$ cat config.mk
export PLATFORM = sky130hd
export DESIGN_NAME = axi_wr_fence
export DESIGN_NICKNAME = d
export VERILOG_FILES = /design/src/rtl/axi_wr_fence_pkg.sv /design/src/rtl/axi_wr_fence_regs.sv /design/src/rtl/axi_wr_fence.sv
export SDC_FILE = /design/constraint.sdc
export NUM_CORES = 1
export LEC_CHECK = 0
export BUFFER_PORTS_ARGS = -buffer_cell sky130_fd_sc_hd__buf_2
export CAP_MARGIN = 25
export CORE_AREA = 2 2 569 571
export DETAILED_ROUTE_END_ITERATION = 12
export DIE_AREA = 0 0 571 573
export PLACE_DENSITY = 0.3
export SYNTH_ARGS = -nofsm -noshare
export SYNTH_HDL_FRONTEND = slang
export SYNTH_SLANG_ARGS = --single-unit
$ cat constraint.sdc
create_clock -name clk -period 3.7 [get_ports clk]
set_clock_uncertainty 0.15 [all_clocks]
set_input_delay 0.37 -clock clk [delete_from_list [all_inputs] [get_ports clk]]
set_output_delay 0.37 -clock clk [all_outputs]
set_load 0.02 [all_outputs]
$ cat src/rtl/axi_wr_fence_pkg.sv
// Shared types and constants for the AXI write-path isolation fence.
package axi_wr_fence_pkg;

    // Fence FSM states; StFAw/StFW/StFB together form the FENCE region.
    typedef enum logic [2:0] {
        StPass  = 3'd0,
        StDrain = 3'd1,
        StFAw   = 3'd2,
        StFW    = 3'd3,
        StFB    = 3'd4
    } fence_state_e;

    // Config register offsets
    localparam logic [11:0] REG_CTRL = 12'h000;
    localparam logic [11:0] REG_OUTS = 12'h004;
    localparam logic [11:0] REG_CNT  = 12'h008;

    // AXI response codes
    localparam logic [1:0] RESP_OKAY   = 2'b00;
    localparam logic [1:0] RESP_SLVERR = 2'b10;

    // True while the fence is terminating a write locally (W or B phase).
    function automatic logic in_local_burst(input fence_state_e st);
        return (st == StFW) || (st == StFB);
    endfunction

endpackage

$ cat src/rtl/axi_wr_fence_regs.sv
// Config-bus register block for axi_wr_fence: strobe edge detect, registered ack/read data,
// re-arm request and the fenced-write counter.
// Optional feature macro: AXI_WR_FENCE_CNT_EN (defined -> fence_cnt register implemented).
module axi_wr_fence_regs
    import axi_wr_fence_pkg::*;
(
    input  logic        clk,
    input  logic        rst_n,
    input  logic [11:0] cfg_addr,
    input  logic        cfg_wr,
    input  logic        cfg_rd,
    input  logic [31:0] cfg_wdata,
    output logic        cfg_ack,
    output logic [31:0] cfg_rdata,
    input  logic [2:0]  status,
    input  logic [31:0] outstanding,
    input  logic        fence_inc,
    output logic        rearm_req
);

    logic        wr_q;
    logic        rd_q;
    logic        wr_rise;
    logic        rd_rise;
    logic [31:0] cnt_val;
    logic [31:0] rd_val;
    logic        unused_wdata;

    assign wr_rise      = cfg_wr & ~wr_q;
    assign rd_rise      = cfg_rd & ~rd_q;
    assign rearm_req    = wr_rise & (cfg_addr == REG_CTRL) & cfg_wdata[0];
    assign unused_wdata = ^cfg_wdata[31:1];

    // Strobe history for rising-edge detection
    always_ff @(posedge clk) begin
        if (!rst_n) begin
            wr_q <= 1'b0;
            rd_q <= 1'b0;
        end else begin
            wr_q <= cfg_wr;
            rd_q <= cfg_rd;
        end
    end

`ifdef AXI_WR_FENCE_CNT_EN
    logic [31:0] cnt_q;

    // Saturating fenced-write counter; a clear write wins over a same-cycle increment
    always_ff @(posedge clk) begin
        if (!rst_n) begin
            cnt_q <= '0;
        end else if (wr_rise && (cfg_addr == REG_CNT)) begin
            cnt_q <= '0;
        end else if (fence_inc && (cnt_q != '1)) begin
            cnt_q <= cnt_q + 32'd1;
        end
    end

    assign cnt_val = cnt_q;
`else
    logic unused_fence_inc;

    assign unused_fence_inc = fence_inc;
    assign cnt_val          = '0;
`endif

    // Read-data decode
    always_comb begin
        rd_val = '0;
        case (cfg_addr)
            REG_CTRL: rd_val = {29'b0, status};
            REG_OUTS: rd_val = outstanding;
            REG_CNT:  rd_val = cnt_val;
            default:  rd_val = '0;
        endcase
    end

    // Registered ack and read data; read data holds until the next read
    always_ff @(posedge clk) begin
        if (!rst_n) begin
            cfg_ack   <= 1'b0;
            cfg_rdata <= '0;
        end else begin
            cfg_ack <= wr_rise | rd_rise;
            if (rd_rise) begin
                cfg_rdata <= rd_val;
            end
        end
    end

endmodule

$ cat src/rtl/axi_wr_fence.sv
// AXI write-path isolation fence. Passes AW/W/B through until the write-last checker flags an
// error, then drains in-flight bursts and answers every later master write locally with SLVERR.
// Optional feature macro: AXI_WR_FENCE_CNT_EN (fence_cnt register, see axi_wr_fence_regs).
module axi_wr_fence
    import axi_wr_fence_pkg::*;
#(
    parameter int unsigned ID_WIDTH   = 16,
    parameter int unsigned ADDR_WIDTH = 64,
    parameter int unsigned LEN_WIDTH  = 8,
    parameter int unsigned DATA_WIDTH = 512,
    parameter int unsigned MAX_OUTS   = 64
) (
    input  logic                    clk,
    input  logic                    rst_n,
    input  logic [11:0]             cfg_addr,
    input  logic                    cfg_wr,
    input  logic                    cfg_rd,
    input  logic [31:0]             cfg_wdata,
    output logic                    cfg_ack,
    output logic [31:0]             cfg_rdata,
    input  logic                    wr_last_error,
    output logic                    fence_active,
    // From master
    input  logic [ID_WIDTH-1:0]     s_awid,
    input  logic [ADDR_WIDTH-1:0]   s_awaddr,
    input  logic [LEN_WIDTH-1:0]    s_awlen,
    input  logic [2:0]              s_awsize,
    input  logic                    s_awvalid,
    output logic                    s_awready,
    input  logic [DATA_WIDTH-1:0]   s_wdata,
    input  logic [DATA_WIDTH/8-1:0] s_wstrb,
    input  logic                    s_wlast,
    input  logic                    s_wvalid,
    output logic                    s_wready,
    output logic [ID_WIDTH-1:0]     s_bid,
    output logic [1:0]              s_bresp,
    output logic                    s_bvalid,
    input  logic                    s_bready,
    // To slave
    output logic [ID_WIDTH-1:0]     m_awid,
    output logic [ADDR_WIDTH-1:0]   m_awaddr,
    output logic [LEN_WIDTH-1:0]    m_awlen,
    output logic [2:0]              m_awsize,
    output logic                    m_awvalid,
    input  logic                    m_awready,
    output logic [DATA_WIDTH-1:0]   m_wdata,
    output logic [DATA_WIDTH/8-1:0] m_wstrb,
    output logic                    m_wlast,
    output logic                    m_wvalid,
    input  logic                    m_wready,
    input  logic [ID_WIDTH-1:0]     m_bid,
    input  logic [1:0]              m_bresp,
    input  logic                    m_bvalid,
    output logic                    m_bready
);

    localparam int unsigned      CNT_W      = $clog2(MAX_OUTS + 1);
    localparam logic [CNT_W-1:0] MAX_OUTS_C = CNT_W'(MAX_OUTS);

    fence_state_e        state_q;
    fence_state_e        state_d;
    logic [CNT_W-1:0]    outs_q;
    logic [CNT_W-1:0]    outs_d;
    logic [ID_WIDTH-1:0] fence_id_q;
    logic                aw_room;
    logic                outs_nz;
    logic                m_aw_hs;
    logic                m_b_dec;
    logic                rearm_req;
    logic                fence_inc;

    assign aw_room      = (outs_q < MAX_OUTS_C);
    assign outs_nz      = (outs_q != '0);
    assign m_aw_hs      = m_awvalid & m_awready;
    // Guarded so a spurious B can never wrap the count below zero
    assign m_b_dec      = m_bvalid & m_bready & outs_nz;
    assign fence_active = (state_q != StPass);
    assign fence_inc    = (state_q == StFB) & s_bready;

    // Payloads are wired straight through; only the valids/readies are gated by state
    assign m_awid   = s_awid;
    assign m_awaddr = s_awaddr;
    assign m_awlen  = s_awlen;
    assign m_awsize = s_awsize;
    assign m_wdata  = s_wdata;
    assign m_wstrb  = s_wstrb;
    assign m_wlast  = s_wlast;

    // State register
    always_ff @(posedge clk) begin
        if (!rst_n) begin
            state_q <= StPass;
        end else begin
            state_q <= state_d;
        end
    end

    // Next-state logic; an AW handshake in StFAw takes precedence over a same-cycle re-arm
    always_comb begin
        state_d = state_q;
        case (state_q)
            StPass:  if (wr_last_error) state_d = StDrain;
            StDrain: if (!outs_nz) state_d = StFAw;
            StFAw: begin
                if (s_awvalid) begin
                    state_d = StFW;
                end else if (rearm_req && !wr_last_error) begin
                    state_d = StPass;
                end
            end
            StFW:    if (s_wvalid && s_wlast) state_d = StFB;
            StFB:    if (s_bready) state_d = StFAw;
            default: state_d = StPass;
        endcase
    end

    // Handshake gating per state
    always_comb begin
        s_awready = 1'b0;
        m_awvalid = 1'b0;
        s_wready  = 1'b0;
        m_wvalid  = 1'b0;
        s_bvalid  = 1'b0;
        m_bready  = 1'b0;
        s_bid     = m_bid;
        s_bresp   = m_bresp;
        case (state_q)
            StPass: begin
                s_awready = m_awready & aw_room;
                m_awvalid = s_awvalid & aw_room;
                s_wready  = m_wready;
                m_wvalid  = s_wvalid;
                s_bvalid  = m_bvalid;
                m_bready  = s_bready;
            end
            StDrain: begin
                s_wready = m_wready;
                m_wvalid = s_wvalid;
                s_bvalid = m_bvalid & outs_nz;
                m_bready = s_bready & outs_nz;
            end
            StFAw: s_awready = 1'b1;
            StFW:  s_wready  = 1'b1;
            StFB: begin
                s_bvalid = 1'b1;
                s_bid    = fence_id_q;
                s_bresp  = RESP_SLVERR;
            end
            default: ;
        endcase
    end

    // Outstanding-write count: +1 per forwarded AW, -1 per returned B
    always_comb begin
        outs_d = outs_q;
        case ({m_aw_hs, m_b_dec})
            2'b10:   outs_d = outs_q + CNT_W'(1);
            2'b01:   outs_d = outs_q - CNT_W'(1);
            default: outs_d = outs_q;
        endcase
    end

    // Outstanding counter and locally terminated write ID
    always_ff @(posedge clk) begin
        if (!rst_n) begin
            outs_q     <= '0;
            fence_id_q <= '0;
        end else begin
            outs_q <= outs_d;
            if ((state_q == StFAw) && s_awvalid) begin
                fence_id_q <= s_awid;
            end
        end
    end

    axi_wr_fence_regs u_regs (
        .clk         (clk),
        .rst_n       (rst_n),
        .cfg_addr    (cfg_addr),
        .cfg_wr      (cfg_wr),
        .cfg_rd      (cfg_rd),
        .cfg_wdata   (cfg_wdata),
        .cfg_ack     (cfg_ack),
        .cfg_rdata   (cfg_rdata),
        .status      ({in_local_burst(state_q), fence_active, wr_last_error}),
        .outstanding (32'(outs_q)),
        .fence_inc   (fence_inc),
        .rearm_req   (rearm_req)
    );

endmodule

==> results.cfg, run 1 <==
[run_status]
status = finished, final reports clean

[synthesis]
synth_top_family_by_area = buffers and inverters
syn_area_mm2 = 0.00737
synthSimpleGateAreaFrac_pct = 7.90
synth_edf_count = 0
muxShareOfSynthArea_pct = 3.14
synthFlopType = dfxtp_1
synth.yosys.seq_area_share_pct = 9.78
synth_compound_area_share_pct = 4.99
synth_fa_ha_area_share_pct = 1.29
synth_cells = 949
synth_cell_type_count = 54
yosys_register_bits = 36
synth_xor_xnor_area_share_pct = 0.475
synthArstFlopShare_pct = 0
ys_warn_count = 0
syn_area_per_cell_um2 = 7.76

[grt]
grt_usage_pct = 11.0
grt_max_degree = 27
globalRouteOverflowTotal = 0
grt_pass1_vias = 3906
antenna_found_initial = 41
grt_pass1_wl_mm = 198

[placed_design]
dp.cells = 4681
io_buffers = 108
place_hpwl_mm = 182
gp_congestion = 0.714
dp_slack_ns = 0.508

[power_and_ir_drop]
leakagePower_nw = 1.38
power_density_mw_per_mm2 = 218
ir_drop_mv = 0.258

[sta]
setup_violations = 0
fin_crit_sh_pct = 87.8
relSlewSlack_pct = 50.0
worstMarginPinSlew_ns = 0.750
tns_ns = 0
drv_slew = 0
fmax_ghz = 0.308
setup_ws_ns = 0.450
hold_violations = 0
finalCriticalPeriod_ns = 3.25
rsz0062_at_grt = no

[die]
die_h_um = 573
die_area_mm2 = 0.327
core-area_mm2 = 0.320
io_pins = 1467
die_x_um = 571
num_rows = 208
initial_core_util_pct = 2.30

[critical_path]
crit_fanout = 9
cp-end-kind = flip-flop
cp.arrival_ns = 3.35
required_ns = 3.80
ff2ff_path_depth = 9
critPathLaunchType = flip-flop
path_class = flip-flop to flip-flop

[final_layout]
regArea_um2 = 721
syn_to_final_growth_pct = 12.8
final_nets = 1131
drive_above_1_share_pct = 36.7
n_fill_cell = 38293
instances_no_fill = 4697
multi_input_area_mm2 = 0.00142

[job]
maxCapViolCount = 0

[cts]
clk_path_buf_depth = 2
cts_buffers = 5
htree_levels = 2
cts_sinks = 36
path_clk_slew_ns = 0.08
post-cts-setup-buffers = 0
cts_hold_buffers = 0
cts_tree = done
cts_resized = 0
clock_latency_ns = 0.32
cts_root_buf = clkbuf_16

[detailed_routing]
drc_errors = 0
viasPerCell = 0.873
post_drt_wl_per_cell_um = 40.0
ant_nets = 0
wl_mm = 188
via_count = 4101
drt_iter0_drc = 157
first_pass_iters = 4

[hold_path]
min_path_type = input pin to flip-flop
hold_depth = 2
synthesized netlist by cell type, types with 4 or more instances:
cell type  count  area [µm²]
mux2_2        14         158
nor2_1         9        33.8
nor2b_1        4        25.0
and2_1         6        37.5
buf_2          4        20.0
o21ai_0        4        20.0
nand2b_1       5        31.3
nand2_1       54         203
clkbuf_1       8        30.0
inv_1          8        30.0
buf_4        694        5210
dfxtp_1       36         721
a21boi_1      21         158
mux2i_1        4        40.0
nand3_1       11        55.1
ha_1           6        75.1
where the power goes:
group | internal, mW | switching, mW | total (mW)
registers | 0.429 | 0.0581 | 0.487
clock network | 0.324 | 0.280 | 0.604
logic | 0.206 | 0.519 | 0.724
total | 0.959 | 0.857 | 1.82
metrics by stage:
| stage | util [%] | hold WS, ns | power (mW) | area [µm²] |
|---|---|---|---|---|
| final | 2.60 | 0.133 | 1.82 | 8310 |
| after CTS | 2.59 | 0.110 | 1.92 | 8290 |
| after global routing | 2.59 | 0.135 | 1.94 | 8310 |
| after floorplan | - | 0.282 | 1.92 | 7460 |
| after detailed placement | 2.54 | 0.293 | 1.27 | 8120 |
| after global placement | 2.54 | 0.287 | 1.27 | 8120 |
final cells by class:
| type | instances | area share [%] |
|---|---|---|
| clock inverter | 3 | 0.557 |
| timing repair buffer | 112 | 6.86 |
| antenna | 8 | 0.241 |
| clock buffer | 5 | 1.50 |
| sequential | 36 | 8.67 |
| multi-input combinational | 220 | 17.0 |
| tap | 4305 | 64.8 |
| inverter | 8 | 0.361 |
per-layer routing:
layer	part of all wire [%]	track usage, %	routed length [µm]	vias up
met5	0.27	0.970	500	-
met4	6.0	5.56	11300	16
met3	45	23.1	84600	356
met2	40	15.6	74600	1238
met1	9.0	2.84	16900	1359
li1	-	-	-	1132
cells in the final DEF, fill, tap and decap left out, types with 4 or more instances in the layout:
cell,n
buf_4,4
nand3_1,10
dfxtp_1,36
nor2b_1,4
and2_1,6
clkbuf_16,5
mux2_2,14
conb_1,25
nand2b_1,5
diode_2,8
buf_2,108
a21boi_1,21
inv_1,8
mux2i_1,4
nor2_1,9
ha_1,6
o21ai_0,4
nand2_1,54
sequential cells by signal, summed over array words and instances (netlist names):
name and count:
u_regs.cfg_rdata 7, outs_q 7, u_regs.rd_q 1, u_regs.cfg_ack 1, fence_id_q 16, state_q 3
u_regs.wr_q 1
cells by family after synthesis:
group / Yosys count
flip-flops: 36
multiplexers: 21
adder cells (fa/ha/maj): 7
XOR/XNOR: 4
other: 1
buffers and inverters: 717
AND/OR/NAND/NOR: 113
AO/OA/AOI/OAI: 50
path summary, 6_finish.rpt:
check	end	slack, ns	startpoint
setup / recovery	outs_q[6]$_SDFFE_PN0P_	0.45	outs_q[5]$_SDFFE_PN0P_
hold / removal	u_regs.wr_q$_SDFF_PN0_	0.13	cfg_wr
setup reg to reg	outs_q[6]$_SDFFE_PN0P_	0.45	outs_q[5]$_SDFFE_PN0P_
hold reg to reg	fence_id_q[0]$_SDFFE_PN0P_	0.30	fence_id_q[0]$_SDFFE_PN0P_
worst max-delay path, stage by stage (launching register included):
cell and delay, ns:
dfxtp_1 0.36, or4_1 0.61, or2_1 0.27, and4_1 0.21, ha_1 0.33, ha_1 0.38, nor2b_1 0.18, o21a_1 0.21
o211ai_1 0.28, mux2i_1 0.21
No activity file was read; power rests on OpenSTA's default activity.
==> inputs of run 2 (changes only) <==
Settings changed: CORE_AREA 2 2 569 571 to 2 2 579 581, DIE_AREA 0 0 571 573 to 0 0 581 583, PLACE_DENSITY 0.3 to unset, SYNTH_HIERARCHICAL set to 1.
==> results.cfg, run 2 <==
[run_status]
status = finished, final reports clean

[critical_path]
cp-end-kind = flip-flop
required_ns = 3.82
ff2ff_path_depth = 11
cp.arrival_ns = 3.46
path_class = flip-flop to flip-flop
crit_fanout = 7
critPathLaunchType = flip-flop

[final_layout]
regArea_mm2 = 0.00122
mostFrequentLayoutCell = buf_2
multi_input_area_mm2 = 0.00163
final_cell_mix = buf_2, dfxtp_1, nand2_1
drive_above_1_share_pct = 41.3
largest_register_ffs = 32
n_fill_cell = 39586
largestRegisters = u_regs/cfg_rdata (32), fence_id_q (16), outs_q (7)
syn_to_final_growth_pct = 18.8
final_nets = 1201
post-route-util_pct = 2.83
largest_register = u_regs/cfg_rdata

[synthesis]
syn_area_mm2 = 0.00791
synth_cells = 964
syn_area_per_cell_um2 = 8.21
ys_warn_count = 6

[detailed_routing]
drc_errors = 0
ant_nets = 0
first_pass_iters = 4
post_drt_wl_per_cell_um = 54.9
via_count = 4800
drt_iter0_drc = 243
wl_mm = 266
viasPerCell = 0.989

[placed_design]
place_hpwl_mm = 260
gp_congestion = 0.732
io_buffers = 133

[die]
die_x_um = 581
num_rows = 212
core-area_mm2 = 0.332
io_pins = 1467
initial_core_util_pct = 2.38
die_h_um = 583
die_area_mm2 = 0.339

[sta]
tns_ns = 0
fin_crit_sh_pct = 90.3
hold_violations = 0
drv_slew = 0
setup_violations = 0
rsz0062_at_grt = no
relSlewSlack_pct = 33.1
finalCriticalPeriod_ns = 3.34
fmax_ghz = 0.299
whs_ns = 0.0439
worstMarginPinSlew_ns = 1.00

[power_and_ir_drop]
leakagePower_nw = 1.85
power.total_mw = 2.49
ir_drop_mv = 0.202
power_density_mw_per_mm2 = 265

[cts]
clock_latency_ns = 0.40
cts_resized = 0
clk_path_buf_depth = 2
cts_root_buf = clkbuf_16
cts_hold_buffers = 0
cts_sinks = 61
path_clk_slew_ns = 0.08
htree_levels = 3
cts_buffers = 9
cts_tree = done
post-cts-setup-buffers = 0

[hold_path]
min_path_type = input pin to flip-flop
hold_depth = 2

[grt]
antenna_found_initial = 40
grt_max_degree = 35
grt_usage_pct = 15.2
globalRouteOverflowTotal = 0
grt_pass1_vias = 4258
grt_pass1_wl_mm = 279

[job]
maxCapViolCount = 0
==> run 2: metrics by stage <==
step,instances,setup WS (ns),cell area (µm²)
after detailed placement,4829,0.438,9090
after global placement,4829,0.407,9090
after CTS,4845,0.372,9390
after global routing,4848,0.123,9400
final,4851,0.358,9400
after floorplan,988,0.471,8000
==> run 2: final cells by class <==
class / instances / share of cell area (%)
Inverter: 5 / 0.200
Antenna cell: 6 / 0.160
Clock inverter: 7 / 0.785
Clock buffer: 9 / 2.40
Timing Repair Buffer: 141 / 7.72
Multi-Input combinational cell: 235 / 17.4
Tap cell: 4387 / 58.4
Sequential cell: 61 / 13.0
==> run 2: final timing paths <==
path,startpoint,endpoint,slack [ns]
worst max-delay path,outs_q[1]$_SDFFE_PN0P_,outs_q[6]$_SDFFE_PN0P_,0.36
worst min register to register,fence_id_q[14]$_SDFFE_PN0P_,fence_id_q[14]$_SDFFE_PN0P_,0.31
worst min-delay path,cfg_wr,u_regs/wr_q$_SDFF_PN0_,0.04
worst max register to register,outs_q[1]$_SDFFE_PN0P_,outs_q[6]$_SDFFE_PN0P_,0.36
==> run 2: per-layer routing <==
layer	wire [µm]	global-route usage (%)	vias up
met3	131000	35.3	300
met1	10700	1.65	1506
met5	383	0.510	-
met4	9250	4.91	30
li1	-	-	1365
met2	115000	23.2	1599
==> run 2: power breakdown <==
| group | switching (mW) | internal (mW) |
|---|---|---|
| combinational | 0.516 | 0.213 |
| sequential | 0.0409 | 0.692 |
| clock | 0.497 | 0.527 |
==> run 2: critical path, cell delays in order, from the launching register on <==
cell and delay, ns:
dfxtp_1 0.40, nor3_1 0.08, a211oi_1 0.46, and3_2 0.26, ha_1 0.32, inv_1 0.15
fa_1 0.44, nand2b_1 0.18, a21oi_1 0.24, mux2i_1 0.28, a31o_2 0.18, a21boi_0 0.07
